**config.mk**
```make
export PLATFORM = sky130hd
export DESIGN_NAME = adder_cla_pipe
export DESIGN_NICKNAME = d
export VERILOG_FILES = /design/src/rtl/adder_cla_pipe.sv
export SDC_FILE = /design/constraint.sdc
export NUM_CORES = 1
export LEC_CHECK = 0
export CORE_AREA = 2 2 126 79
export CTS_BUF_LIST = sky130_fd_sc_hd__clkbuf_16
export CTS_CLUSTER_DIAMETER = 200
export CTS_CLUSTER_SIZE = 30
export DETAILED_ROUTE_END_ITERATION = 8
export DIE_AREA = 0 0 128 81
export PLACE_DENSITY = 0.93
export SYNTH_ARGS = -nofsm -noshare
export SYNTH_HDL_FRONTEND = slang
export SYNTH_SLANG_ARGS = --single-unit
```
**constraint.sdc**
```tcl
create_clock -name clk -period 6.4 [get_ports clk]
set_input_delay 0.96 -clock clk [delete_from_list [all_inputs] [get_ports clk]]
set_output_delay 0.96 -clock clk [all_outputs]
set_load 0.005 [all_outputs]
```
**src/rtl/adder_cla_pipe.sv**
```systemverilog
// adder_cla_pipe: pipelined carry-lookahead add/subtract, one CLA segment per stage, valid/ready flow control
module adder_cla_pipe #(
    parameter int WIDTH  = 32,
    parameter int STAGES = 2
) (
    input  logic             clk,
    input  logic             rst_n,
    input  logic             in_valid,
    output logic             in_ready,
    input  logic [WIDTH-1:0] in_a,
    input  logic [WIDTH-1:0] in_b,
    input  logic             in_sub,
    input  logic             in_signed,
    output logic             out_valid,
    input  logic             out_ready,
    output logic [WIDTH-1:0] out_sum,
    output logic             out_cout,
    output logic             out_ov,
    output logic             out_zero
);
    localparam int SEG = WIDTH / STAGES;

    // Returns carries c[0..SEG] of one segment using a parallel-prefix lookahead
    function automatic logic [SEG:0] cla_carry(input logic [SEG-1:0] a, input logic [SEG-1:0] b, input logic cin);
        logic [SEG-1:0] g;
        logic [SEG-1:0] p;
        logic [SEG:0]   c;
        g = a & b;
        p = a ^ b;
        for (int d = 1; d < SEG; d = d * 2)
            for (int i = SEG - 1; i >= d; i--) begin
                g[i] = g[i] | (p[i] & g[i-d]);
                p[i] = p[i] & p[i-d];
            end
        c[0] = cin;
        for (int i = 0; i < SEG; i++)
            c[i+1] = g[i] | (p[i] & cin);
        return c;
    endfunction

    logic             advance;
    logic             v_in   [STAGES];
    logic [WIDTH-1:0] a_in   [STAGES];
    logic [WIDTH-1:0] b_in   [STAGES];
    logic [WIDTH-1:0] s_in   [STAGES];
    logic             sub_in [STAGES];
    logic             sgn_in [STAGES];
    logic             c_in   [STAGES];

    // Global stall: every stage moves only when the output slot frees up
    assign advance   = ~out_valid | out_ready;
    assign in_ready  = advance;
    assign v_in[0]   = in_valid;
    assign a_in[0]   = in_a;
    assign b_in[0]   = in_b;
    assign s_in[0]   = '0;
    assign sub_in[0] = in_sub;
    assign sgn_in[0] = in_signed;
    assign c_in[0]   = in_sub;

    for (genvar k = 0; k < STAGES; k++) begin : g_stage
        logic [SEG-1:0]   a_seg;
        logic [SEG-1:0]   b_seg;
        logic [SEG-1:0]   s_seg;
        logic [SEG:0]     c;
        logic [WIDTH-1:0] s_all;
        assign a_seg = a_in[k][k*SEG +: SEG];
        assign b_seg = b_in[k][k*SEG +: SEG] ^ {SEG{sub_in[k]}};
        assign c     = cla_carry(a_seg, b_seg, c_in[k]);
        assign s_seg = a_seg ^ b_seg ^ c[SEG-1:0];
        always_comb begin
            s_all = s_in[k];
            s_all[k*SEG +: SEG] = s_seg;
        end
        if (k < STAGES - 1) begin : g_skew
            logic             v_q;
            logic [WIDTH-1:0] a_q;
            logic [WIDTH-1:0] b_q;
            logic [WIDTH-1:0] s_q;
            logic             sub_q;
            logic             sgn_q;
            logic             c_q;
            always_ff @(posedge clk or negedge rst_n) begin
                if (!rst_n) begin
                    v_q   <= 1'b0;
                    a_q   <= '0;
                    b_q   <= '0;
                    s_q   <= '0;
                    sub_q <= 1'b0;
                    sgn_q <= 1'b0;
                    c_q   <= 1'b0;
                end else if (advance) begin
                    v_q   <= v_in[k];
                    a_q   <= a_in[k];
                    b_q   <= b_in[k];
                    s_q   <= s_all;
                    sub_q <= sub_in[k];
                    sgn_q <= sgn_in[k];
                    c_q   <= c[SEG];
                end
            end
            assign v_in[k+1]   = v_q;
            assign a_in[k+1]   = a_q;
            assign b_in[k+1]   = b_q;
            assign s_in[k+1]   = s_q;
            assign sub_in[k+1] = sub_q;
            assign sgn_in[k+1] = sgn_q;
            assign c_in[k+1]   = c_q;
        end else begin : g_out
            // c[SEG] is the carry out of bit WIDTH-1, c[SEG-1] the carry into it
            always_ff @(posedge clk or negedge rst_n) begin
                if (!rst_n) begin
                    out_valid <= 1'b0;
                    out_sum   <= '0;
                    out_cout  <= 1'b0;
                    out_ov    <= 1'b0;
                    out_zero  <= 1'b0;
                end else if (advance) begin
                    out_valid <= v_in[k];
                    if (v_in[k]) begin
                        out_sum  <= s_all;
                        out_cout <= c[SEG];
                        out_ov   <= sgn_in[k] ? (c[SEG] ^ c[SEG-1]) : (c[SEG] ^ sub_in[k]);
                        out_zero <= (s_all == '0);
                    end
                end
            end
        end
    end
endmodule
```
== After elaboration in Yosys (flattened, before gate mapping) ==
Index checks and enable logic that the tools add are counted.
Operators by class
  mux-type cells: 1
  bitwise gates (word level): 370
  reduce and logical (&&, ||, !) cells: 2
Operator list (count)
  AND 1 bit: 228
  bitwise OR 1 bit: 131
  XOR 16 bit: 6
  AND 16 bit: 2
  zero test 32 bit: 1
  AND reduction 2 bit: 1
  XOR 1 bit: 2
  two-way mux 1 bit: 1
  inverter 1 bit: 1
Word-level totals
  register bits after elaboration: 120
  bits of input ports: 70
  output and inout port bits: 37
  logic and storage cells: 385

== Depth between registers and ports, before layout ==
  depth after elaboration: 13
  depth in mapped cells: 12

== Worst setup path after synthesis ==
Ideal clock, no wire load.
  path type: input to register
  start: input port in_sub
  end: register g_stage[0].g_skew.s_q[14]
  setup time: 0.120 ns
  data arrival time: 3.838 ns
  setup slack: 2.442 ns
  stages on the path: 12
  path buffers: 2
  cells stage by stage: clkbuf_1 > clkbuf_1 > xor2_1 > ha_1 > a21o_1 > a21oi_1 > o21ai_1 > a21oi_1 > o21ai_1 > o21a_1 > or3_1 > a31o_2
On the way
  longest elaborated chain between the ends: 11
  elaborated cells on any way between the ends: 45
RTL lines
  start: declaration: RTL line 12  | input logic in_sub,
  XOR 16 bit: RTL line 68  | assign b_seg = b_in[k][k*SEG +: SEG] ^ {SEG{sub_in[k]}};
  XOR 16 bit / AND 16 bit (equally long branches): RTL line 29, 70, 28
  AND 1 bit: RTL line 32  | g[i] = g[i] | (p[i] & g[i-d]);
  bitwise OR 1 bit: RTL line 32
  AND 1 bit: RTL line 32
  bitwise OR 1 bit: RTL line 32
  AND 1 bit / bitwise OR 1 bit (equally long branches): RTL line 32
  bitwise OR 1 bit / AND 1 bit (equally long branches): RTL line 32
  bitwise OR 1 bit: RTL line 32
  bitwise OR 1 bit: RTL line 37  | c[i+1] = g[i] | (p[i] & cin);
  XOR 16 bit *: RTL line 70  | assign s_seg = a_seg ^ b_seg ^ c[SEG-1:0];
  end signal: assignment: RTL line 96  | s_q <= s_all;
  end: declaration: RTL line 79  | logic [WIDTH-1:0] s_q;
Every way passes the cells marked *; elsewhere a longest branch is shown, timed or not.
A chain may end at the register's enable or synchronous reset.

== Worst setup path after layout ==
  start: input port in_sub
  end: register g_stage[0].g_skew.s_q[15]
On the way
  longest elaborated chain between the ends: 11
  elaborated cells on any way between the ends: 48
RTL lines (RTL line)
  XOR 16 bit: 68
  XOR 16 bit / AND 16 bit (equally long branches): 29, 70, 28
  AND 1 bit (on tied branches): 32, 33
  bitwise OR 1 bit / AND 1 bit (equally long branches): 32
  AND 1 bit / bitwise OR 1 bit (equally long branches): 32
  bitwise OR 1 bit / AND 1 bit (equally long branches): 32
  AND 1 bit / bitwise OR 1 bit (equally long branches): 32
  bitwise OR 1 bit / AND 1 bit (equally long branches): 32
  bitwise OR 1 bit: 32
  bitwise OR 1 bit: 37
  XOR 16 bit *: 70
Marks and branches as above.

==> summary.md <==
| Metric | Value |
|---|---|
| Die area | `10400 sq um` |
| Capturing element type of the critical path | `flip-flop` |
| Worst slack on hold paths | `0.476 ns` |
| RePlAce Congestion | `0.836` |
| Area of the mapped netlist | `4960 sq um` |
| Post-Place Cell Area | `6110 sq um` |
| Number of flops mapped to enable cells by yosys | `0` |
| Cell count after synthesis | `515` |
| Vert. Die Dim | `81 um` |
| Number of distinct library cells after synthesis | `51` |
| Total vias in the final route | `4208` |
| DRC violations left | `0` |
| Syn nets | `621` |
| Cell Count Post-Placement | `724` |
| Proportion of synthesized chip area in sequential cells | `44.4%` |
| Worst hold-check path type | `reg2reg` |
| Switching power | `0.857 mW` |
| Main area contributors after synthesis | `dfrtp_1 44%, nand2_1 10%, ha_1 8.8%, xor2_1 7.6%, mux2_2 5.2%` |
| Final setup viols | `0` |
| Internal Power | `1.51 mW` |
| Port Buf Inserts | `106` |
| Count of buffers added by post-CTS timing repair for setup | `0` |
| Area taken by flip-flops and latches | `2200 sq um` |
| Pre-CTS worst setup slack | `1.53 ns` |
| Number of levels in the clock H-tree | `3` |
| Worst slew slack as a fraction of its limit | `26.3%` |
| Resized cells post-CTS | `0` |
| Clock tree from TritonCTS | `done` |
| Final sum of negative setup slack | `0 ns` |
| Congestion Overflow GR | `0` |
| Maximum frequency from static timing analysis | `217 MHz` |
| Layout overhead on the synthesized area | `28.9%` |
| Flop and latch count out of synthesis | `88` |
| Library cell contributing the largest single delay on the critical path | `clkdlybuf4s50_1` |
| Gate power share | `43.0%` |
| Data required time at the worst endpoint | `6.61 ns` |
| Unrepaired setup endpoints after global routing | `false` |
| Number of global-route vias before repair | `3957` |
| CP Max Fanout | `20` |
| Run status | `finished, final reports clean` |
| Yosys top cell by area | `dfrtp_1` |
| Lkg Pwr | `2.93 nW` |
| Worst EP arrival | `4.83 ns` |
| Detailed Place HPWL | `9810 um` |
| Count of warnings emitted by yosys | `0` |
| Number of pins exceeding their max-slew limit in the final report | `0` |
| Mapped Avg Cell Area | `9.63 sq um` |
| Maximum resistive drop on vdd | `0.237 mV` |
| Transition time of the tightest slew-check pin | `1.10 ns` |
| Post-layout nets | `721` |
| Final routed wire length divided by cell count | `17.5 um` |
| Setup crit start kind | `primary input` |
| All-Layer GR Usage | `25.5%` |
| Cell chain of the critical path | `clkdlybuf4s50_1, xor2_1, ha_1, o21a_1, o21ai_0, nor2b_1, a21oi_1, o21ai_1, o41ai_1, xor2_1, a21oi_1` |
| Post-layout instance count excluding filler cells | `740` |
| Number of placement rows | `28` |
| Pin count of the biggest net entering global routing | `89` |
| Clock buffers created by TritonCTS | `9` |
| Max-cap check violation count | `0` |
| Clock network latency to the later pin of the worst-skew pair | `0.35 ns` |
| Effective utilization at floorplan | `52.8%` |
| CTS max path bufs | `2` |
| Ys async rst share | `100%` |
| Switching share of power | `36.1%` |
| Buffers and inverters on the worst path | `1` |
| Final design utilization | `68.1%` |
| Critical path's largest stage delay | `0.99 ns` |
| Clk slew on worst S/H paths | `0.07 ns` |
| Final std cell area, no fill | `6390 sq um` |
| Antenna diode count | `0` |
| Start-to-end type of the worst setup path | `in2reg` |
| Largest clock skew in the final design | `0.0105 ns` |
| Fraction of final layout cells sized beyond drive strength 1 | `9.19%` |
| CTS Root Cell | `clkbuf_16` |
| Family with the most delay on the worst path | `compound AO/OA/AOI/OAI gates` |
| Part of the power in registers | `36.2%` |
| Wire length of the first global-routing pass | `20300 um` |
| Total power | `2.37 mW` |
| Count of filler cells inserted in the layout | `688` |
| X dimension of the die | `128 um` |
| I/O pin cnt | `107` |
| Remaining number of nets flagged by the antenna check after routing | `0` |
| Total power divided by cell area | `371 nW/um^2` |
| Count of hold buffers inserted by post-cts repair | `0` |
| Placeable core region | `9390 sq um` |
| Top-area cell type share of the netlist area | `44.4%` |
| Via/cell ratio | `5.69` |
| Count of TritonRoute iterations in the first routing pass | `5` |
| Fin crit period | `4.61 ns` |
| Clk pwr share | `20.8%` |
| Hold Fails Final Rpt | `0` |
| Most common cell after layout, fill and taps aside | `nand2_1` |
| Ys flop type | `dfrtp_1` |
| Final setup slack of the worst path | `1.79 ns` |
| Number of DRC violations after detailed-routing iteration 0 | `392` |
| Share of the cycle needed by the critical path after routing | `72.1%` |
| Multi-input gate area in the final layout | `2640 sq um` |
| Leading cell types in the layout, fill and taps excluded | `133 x nand2_1, 105 x clkdlybuf4s50_1, 88 x dfrtp_1` |
| Final wirelength | `13000 um` |
| Number of antenna violations at the first check in global routing | `0` |
| Clock tree sinks | `88` |
[worst paths after layout]
kind | startpoint | end | slack [ns] | cells past startpoint
hold / removal | g_stage[0].g_skew.a_q[23] | g_stage[0].g_skew.a_q[23] | 0.48 | 2
min in group asynchronous | rst_n | g_stage[0].g_skew.s_q[13] | 0.79 | 1
hold reg to reg | g_stage[0].g_skew.a_q[23] | g_stage[0].g_skew.a_q[23] | 0.48 | 2
setup / recovery | in_sub | g_stage[0].g_skew.s_q[15] | 1.79 | 11
max in group asynchronous | rst_n | g_stage[0].g_skew.b_q[21] | 4.87 | 1
setup reg to reg | g_stage[0].g_skew.sub_q | out_zero | 2.47 | 10
[synth_stat cells, types with 2 or more instances]
cell,n
nor2_1,25
o21bai_2,2
ha_1,35
a31oi_2,2
a31o_2,2
nand2_1,133
o21ai_1,4
o21a_1,3
o21ai_0,23
nor3_1,3
nand3_1,2
o31ai_1,4
nand2b_1,2
mux2_2,23
o21bai_1,3
inv_1,8
a31oi_1,3
and3_1,3
o211ai_1,2
dfrtp_1,88
xor2_1,43
a21oi_1,22
nand4_1,4
o211ai_2,2
a21o_1,6
nor2b_1,3
and2_1,3
clkbuf_1,18
xnor2_1,16
nor4_1,6
a211oi_1,2
[power by group through the flow]
stage,Clock (mW),Combinational [mW],Sequential (mW)
2_1_floorplan,0,0.558,0.830
3_3_place_gp,0,0.948,0.850
3_5_place_dp,0,0.996,0.864
4_1_cts,0.497,1.01,0.855
5_1_grt,0.518,1.10,0.878
6_report,0.493,1.02,0.858
[sequential cells by signal, indices dropped and copies added (netlist names)]
name	count
out_sum	32
g_stage.g_skew.a_q	16
g_stage.g_skew.b_q	16
g_stage.g_skew.s_q	16
g_stage.g_skew.c_q	1
g_stage.g_skew.sgn_q	1
g_stage.g_skew.sub_q	1
g_stage.g_skew.v_q	1
out_cout	1
out_ov	1
out_valid	1
out_zero	1
[layout make-up]
cell class,count,area share [%]
Inverter,9,0.529
Multi-Input combinational cell,398,41.4
Sequential cell,88,34.5
Clock inverter,7,0.842
Tap cell,120,2.35
Clock buffer,9,3.52
Timing Repair Buffer,109,16.9
[logic make-up after synthesis]
logic type | share of synthesized area [%]
AND/OR/NAND/NOR | 15.9
AO/OA/AOI/OAI | 12.2
flip-flops | 44.4
XOR/XNOR | 10.4
adder cells (fa/ha/maj) | 9.24
buffers and inverters | 2.40
multiplexers | 5.43
[worst register-to-register path, stage by stage, from the launching register on]
cell      delay [ns]
dfrtp_1         0.95
xor2_1          0.44
ha_1            0.34
a211oi_2        0.27
o211ai_2        0.15
a31oi_2         0.28
o21bai_2        0.12
xnor2_1         0.39
nand4_1         0.18
or4b_1          0.52
o41ai_2         0.20
[metal layers]
metal	share of wire, %	vias to the layer above	wire length, um	GRT usage, %
li1	-	1953	-	-
met4	2.0	0	265	8.46
met3	7.2	33	932	6.79
met1	46	2032	5960	35.4
met5	0	-	0	0
met2	45	190	5820	39.3
No activity file was read; power rests on OpenSTA's default activity.
